==> src/rtl/qspi_rx_latency_align.sv <==
// QSPI read-data realignment: delays each sample request by a strapped latency and packs beats into words.
// Latency: word_valid pulses the cycle after the edge that captures the last beat (L clocks after its request).
// Backpressure: none; sample_req accepted every cycle. Runtime latency writes need define QSPI_RX_LAT_WR_EN.
module qspi_rx_latency_align #(
    parameter int DATA_W    = 4,
    parameter int WORD_W    = 8,
    parameter int MAX_LAT   = 7,
    parameter int LAT_W     = 3,
    parameter bit MSB_FIRST = 1'b1
) (
    input  logic              clk,
    input  logic              rst_n,
    input  logic [LAT_W-1:0]  strap_lat,
    input  logic              sample_req,
    input  logic              abort,
    input  logic [DATA_W-1:0] qspi_data_in,
    output logic [WORD_W-1:0] word_out,
    output logic              word_valid,
    output logic              busy,
    output logic [LAT_W-1:0]  latency
`ifdef QSPI_RX_LAT_WR_EN
    ,
    input  logic              lat_wr_en,
    input  logic [LAT_W-1:0]  lat_wr_data,
    output logic              lat_wr_err
`endif
);

    localparam int BEATS = WORD_W / DATA_W;
    localparam int CNT_W = (BEATS > 1) ? $clog2(BEATS) : 1;

    function automatic logic [LAT_W-1:0] clamp_lat(input logic [LAT_W-1:0] v);
        return (v > LAT_W'(MAX_LAT)) ? LAT_W'(MAX_LAT) : v;
    endfunction

    logic [LAT_W-1:0]   lat_q;
    logic [LAT_W-1:0]   lat_eff;
    logic [MAX_LAT-1:0] dl_q, dl_next, lat_mask;
    logic               capture, capture_dl;
    logic [CNT_W-1:0]   cnt_q, cnt_next;
    logic [WORD_W-1:0]  partial_q, partial_next, assembled, data_ext, word_next;
    logic               valid_next, busy_next;

`ifdef QSPI_RX_LAT_WR_EN
    logic wr_accept;
    logic err_next;

    assign wr_accept = lat_wr_en && !busy;
    assign err_next  = lat_wr_en && busy;
    // A same-cycle request must already see the newly written latency.
    assign lat_eff   = wr_accept ? clamp_lat(lat_wr_data) : lat_q;
`else
    assign lat_eff   = lat_q;
`endif

    assign latency = lat_q;

    // Strap pins turn into data pins at reset release, so this flop only samples while rst_n is low.
    always_ff @(posedge clk) begin
        if (!rst_n) begin
            lat_q <= clamp_lat(strap_lat);
`ifdef QSPI_RX_LAT_WR_EN
        end else if (wr_accept) begin
            lat_q <= clamp_lat(lat_wr_data);
`endif
        end
    end

    always_comb begin
        lat_mask   = '0;
        capture_dl = 1'b0;
        for (int i = 0; i < MAX_LAT; i++) begin
            lat_mask[i] = (LAT_W'(i) < lat_eff);
            if (lat_eff == LAT_W'(i + 1)) begin
                capture_dl = dl_q[i];
            end
        end
    end

    // Bits shifted past the tap are already consumed; masking keeps busy honest.
    assign capture = (lat_eff == '0) ? sample_req : capture_dl;
    assign dl_next = abort ? '0 : (((dl_q << 1) | MAX_LAT'(sample_req)) & lat_mask);

    assign data_ext  = WORD_W'(qspi_data_in);
    assign assembled = MSB_FIRST ? ((partial_q << DATA_W) | data_ext)
                                 : ((partial_q >> DATA_W) | (data_ext << (WORD_W - DATA_W)));

    always_comb begin
        cnt_next     = cnt_q;
        partial_next = partial_q;
        word_next    = word_out;
        valid_next   = 1'b0;
        if (abort) begin
            cnt_next     = '0;
            partial_next = '0;
        end else if (capture) begin
            if (cnt_q == CNT_W'(BEATS - 1)) begin
                cnt_next     = '0;
                partial_next = '0;
                word_next    = assembled;
                valid_next   = 1'b1;
            end else begin
                cnt_next     = cnt_q + 1'b1;
                partial_next = assembled;
            end
        end
        busy_next = (|dl_next) || (cnt_next != '0);
    end

    always_ff @(posedge clk or negedge rst_n) begin
        if (!rst_n) begin
            dl_q       <= '0;
            cnt_q      <= '0;
            partial_q  <= '0;
            word_out   <= '0;
            word_valid <= 1'b0;
            busy       <= 1'b0;
        end else begin
            dl_q       <= dl_next;
            cnt_q      <= cnt_next;
            partial_q  <= partial_next;
            word_out   <= word_next;
            word_valid <= valid_next;
            busy       <= busy_next;
        end
    end

`ifdef QSPI_RX_LAT_WR_EN
    always_ff @(posedge clk or negedge rst_n) begin
        if (!rst_n) begin
            lat_wr_err <= 1'b0;
        end else begin
            lat_wr_err <= err_next;
        end
    end
`endif

endmodule

==> config.mk <==
export PLATFORM = sky130hd
export DESIGN_NAME = qspi_rx_latency_align
export DESIGN_NICKNAME = d
export VERILOG_FILES = /design/src/rtl/qspi_rx_latency_align.sv
export SDC_FILE = /design/constraint.sdc
export NUM_CORES = 1
export LEC_CHECK = 0
export ABC_AREA = 0
export CAP_MARGIN = 5
export CELL_PAD_IN_SITES_DETAIL_PLACEMENT = 0
export CELL_PAD_IN_SITES_GLOBAL_PLACEMENT = 1
export CORE_MARGIN = 1.5
export CORE_UTILIZATION = 42
export DETAILED_ROUTE_END_ITERATION = 16
export PLACE_DENSITY_LB_ADDON = 0.1
export SLEW_MARGIN = 5
export SYNTH_ARGS = -nofsm -noshare
export SYNTH_HDL_FRONTEND = slang
export SYNTH_SLANG_ARGS = --single-unit
==> constraint.sdc <==
create_clock -name clk -period 3.6 [get_ports clk]
set_input_delay 0.72 -clock clk [delete_from_list [all_inputs] [get_ports clk]]
set_output_delay 0.72 -clock clk [all_outputs]
set_load 0.02 [all_outputs]
==> impl_metrics.yaml <==
power_and_ir_drop:
  seq_power_share_pct: 52.8
  sw_frac_of_total_pct: 29.2
  ir_drop_v: 0.000365
  power.clock.fraction_pct: 18.8
  comb_power_share_pct: 28.4
  p_int_uw: 468
  powerDensity_mw_per_mm2: 477
  leakagePower_nw: 0.611
  switching_power_uw: 193
placement:
  place_inst: 135
  port-buffer-count: 23
  dpl_cell_area_mm2: 0.00136
  place_hpwl_um: 1400
  gp_congestion: 0.817
logic_synthesis:
  ys_top_cells_by_area: "dfrtp_1 50%, mux2_2 9.2%, edfxtp_1 8.2%"
  netlist_area_mm2: 0.00110
  synth.net_count: 97
  postSynth.asyncResetShare_pct: 88.0
  synth_cell_types: 26
  synth_top_area_share_pct: 49.8
  synthFlopType: "dfrtp_1"
  synth_top_cell_by_area: "dfrtp_1"
  synth_cells: 85
  ys_ff_latch: 25
  yosysWarnings: 0
  synth.yosys.seq_area_share_pct: 58.0
  synth-edff-count: 3
  syn_avg_cell_area_um2: 13.0
global_routing:
  use_met3_pct: 2.46
  busiest_layer: "met1"
  antenna_found_initial: 0
  grt_overflow: 0
  grt_first_pass_wirelength_um: 3130
  met1_usage_pct: 21.9
  grt_pass1_vias: 677
  grt.total_usage_pct: 14.9
  grt_max_degree: 24
  gr-usage-met2_pct: 21.7
status:
  status: "finished clean"
timing:
  min_period_ns: 2.62
  layout_worst_path_cycle_share_pct: 72.8
  worstMarginPinSlew_ns: 0.614
  clock_skew_ns: 0.00114
  finalSetupViolations: 0
  hold_violations: 0
  max-slew-margin-rel_pct: 59.1
  setup_tns_ns: 0
  rsz0062_at_grt: "false"
  fmax_mhz: 382
  maxSlewViolCount: 0
floorplanning:
  num_io_pins: 24
  row_count: 18
  design.core.area_mm2: 0.00248
  die_w_um: 54.3
  die_area_mm2: 0.00295
  die_height_um: 54.3
  start_util_pct: 44.6
cts:
  post_cts_buffers: 0
  ctsHoldBuffers: 0
  cts_buffers: 3
  clk_path_buf_depth: 2
  clkLatencyLatePin_ns: 0.31
  cts_root_buffer: "clkbuf_4"
  clock_sinks: 25
  htreeDepth: 1
  cts_resized: 0
  cts_tree: "yes"
  clk_pin_slew_ns: 0.14
detailed_routing:
  vias: 722
  wl_per_cell_um: 13.8
  vias_per_cell: 5.19
  drc: 0
  drt_first_pass_iters: 4
  ant_nets: 0
  drt_wl_total_um: 1930
  drtIter0Drc: 5
setup_path:
  critPathRequiredTime_ns: 3.80
  path_max_fanout: 5
  critPathKind: "in2reg"
  critical_path_arrival_ns: 2.82
  start_kind: "input port"
  crit_path_end_kind: "flop"
layout:
  diodes: 0
  nets: 122
  area_growth_pct: 25.4
  final_cells: 139
  layout-drive-gt1-share_pct: 16.5
  mostFrequentLayoutCells: "23 x clkdlybuf4s50_1, 22 x dfrtp_1, 9 x mux2_2"
  num-fill-cells: 232
  fin_area_mm2: 0.00139
  final_common_cell: "clkdlybuf4s50_1"
job:
  max_cap_viol_count: 0
worst_hold_path:
  hold_path.class: "reg2reg"
path summary, 6_finish.rpt:
check                                    startpoint                       to  slack (ns)  depth (start not counted)
min                        partial_q[0]$_DFFE_PN0P_  word_out[4]$_DFFE_PN0P_        0.53                          1
min reg2reg                partial_q[0]$_DFFE_PN0P_  word_out[4]$_DFFE_PN0P_        0.53                          1
max in group asynchronous                     rst_n  word_out[1]$_DFFE_PN0P_        2.63                          2
max reg2reg                latency[1]$_SDFFCE_PN1N_           busy$_DFF_PN0_        0.99                          7
min in group asynchronous                     rst_n        dl_q[0]$_DFF_PN0_        0.74                          2
max                                      sample_req           busy$_DFF_PN0_        0.98                          8
Yosys cell counts (2+ instances only):
| cell | count |
|---|---|
| dfrtp_1 | 22 |
| mux2_2 | 9 |
| nand2_1 | 6 |
| mux2i_1 | 5 |
| nand2b_1 | 5 |
| clkbuf_1 | 4 |
| nor2b_1 | 4 |
| a21oi_1 | 3 |
| edfxtp_1 | 3 |
| inv_1 | 3 |
| nor3b_1 | 3 |
| buf_6 | 2 |
| nor2_1 | 2 |
| or4_1 | 2 |
cell families (layout without fill, tap and decap cells):
| kind of cell | after synthesis | in the layout | synth area share, % |
|---|---|---|---|
| fa+ha+maj | 1 | 1 | 1.13 |
| simple gates | 28 | 28 | 15.5 |
| mux | 14 | 14 | 13.7 |
| compound gates | 8 | 8 | 7.25 |
| flops | 25 | 25 | 58.0 |
| buf+inv | 9 | 33 | 4.42 |
registers in the layout (all words and copies together) (netlist names):
register / count
word_valid: 1
busy: 1
cnt_q: 1
latency: 3
word_out: 8
dl_q: 7
partial_q: 4
critical path, cell delays in order:
cell and delay, ns:
clkdlybuf4s50_1 0.51, mux2i_1 0.09, o311a_1 0.35, a21oi_1 0.14, buf_4 0.17, ha_1 0.22, nor2b_1 0.13, or4_1 0.49
metal layers:
metal | vias to the layer above | routed length (µm)
met5 | - | 0
met4 | 0 | 10
met3 | 2 | 52
met2 | 10 | 901
met1 | 366 | 960
li1 | 344 | -
area by class of cell:
| type | instances | area, µm² | share of cell area, % |
|---|---|---|---|
| clock inverter | 1 | 5.00 | 0.361 |
| tap | 30 | 37.5 | 2.71 |
| sequential | 25 | 641 | 46.3 |
| inverter | 3 | 11.3 | 0.813 |
| clock buffer | 3 | 22.5 | 1.63 |
| timing repair buffer | 26 | 253 | 18.2 |
| multi-input combinational | 51 | 415 | 30.0 |
power groups by stage:
stage	sequential, mW	combinational, mW	clock [mW]
global placement	0.354	0.188	0
detailed placement	0.355	0.190	0
finish	0.349	0.187	0.125
global route	0.355	0.202	0.139
CTS	0.350	0.190	0.128
floorplan	0.389	0.0632	0
per-stage QoR:
stage | util [%] | setup WS, ns | power [mW] | hold slack (ns)
after floorplan | - | 1.01 | 0.453 | 0.424
after global placement | 54.8 | 0.678 | 0.542 | 0.491
after detailed placement | 54.8 | 0.631 | 0.545 | 0.498
after CTS | 55.9 | 0.987 | 0.667 | 0.529
after global routing | 55.9 | 0.855 | 0.696 | 0.543
final | 55.9 | 0.980 | 0.661 | 0.526
Power figures use the tool's default switching activity.
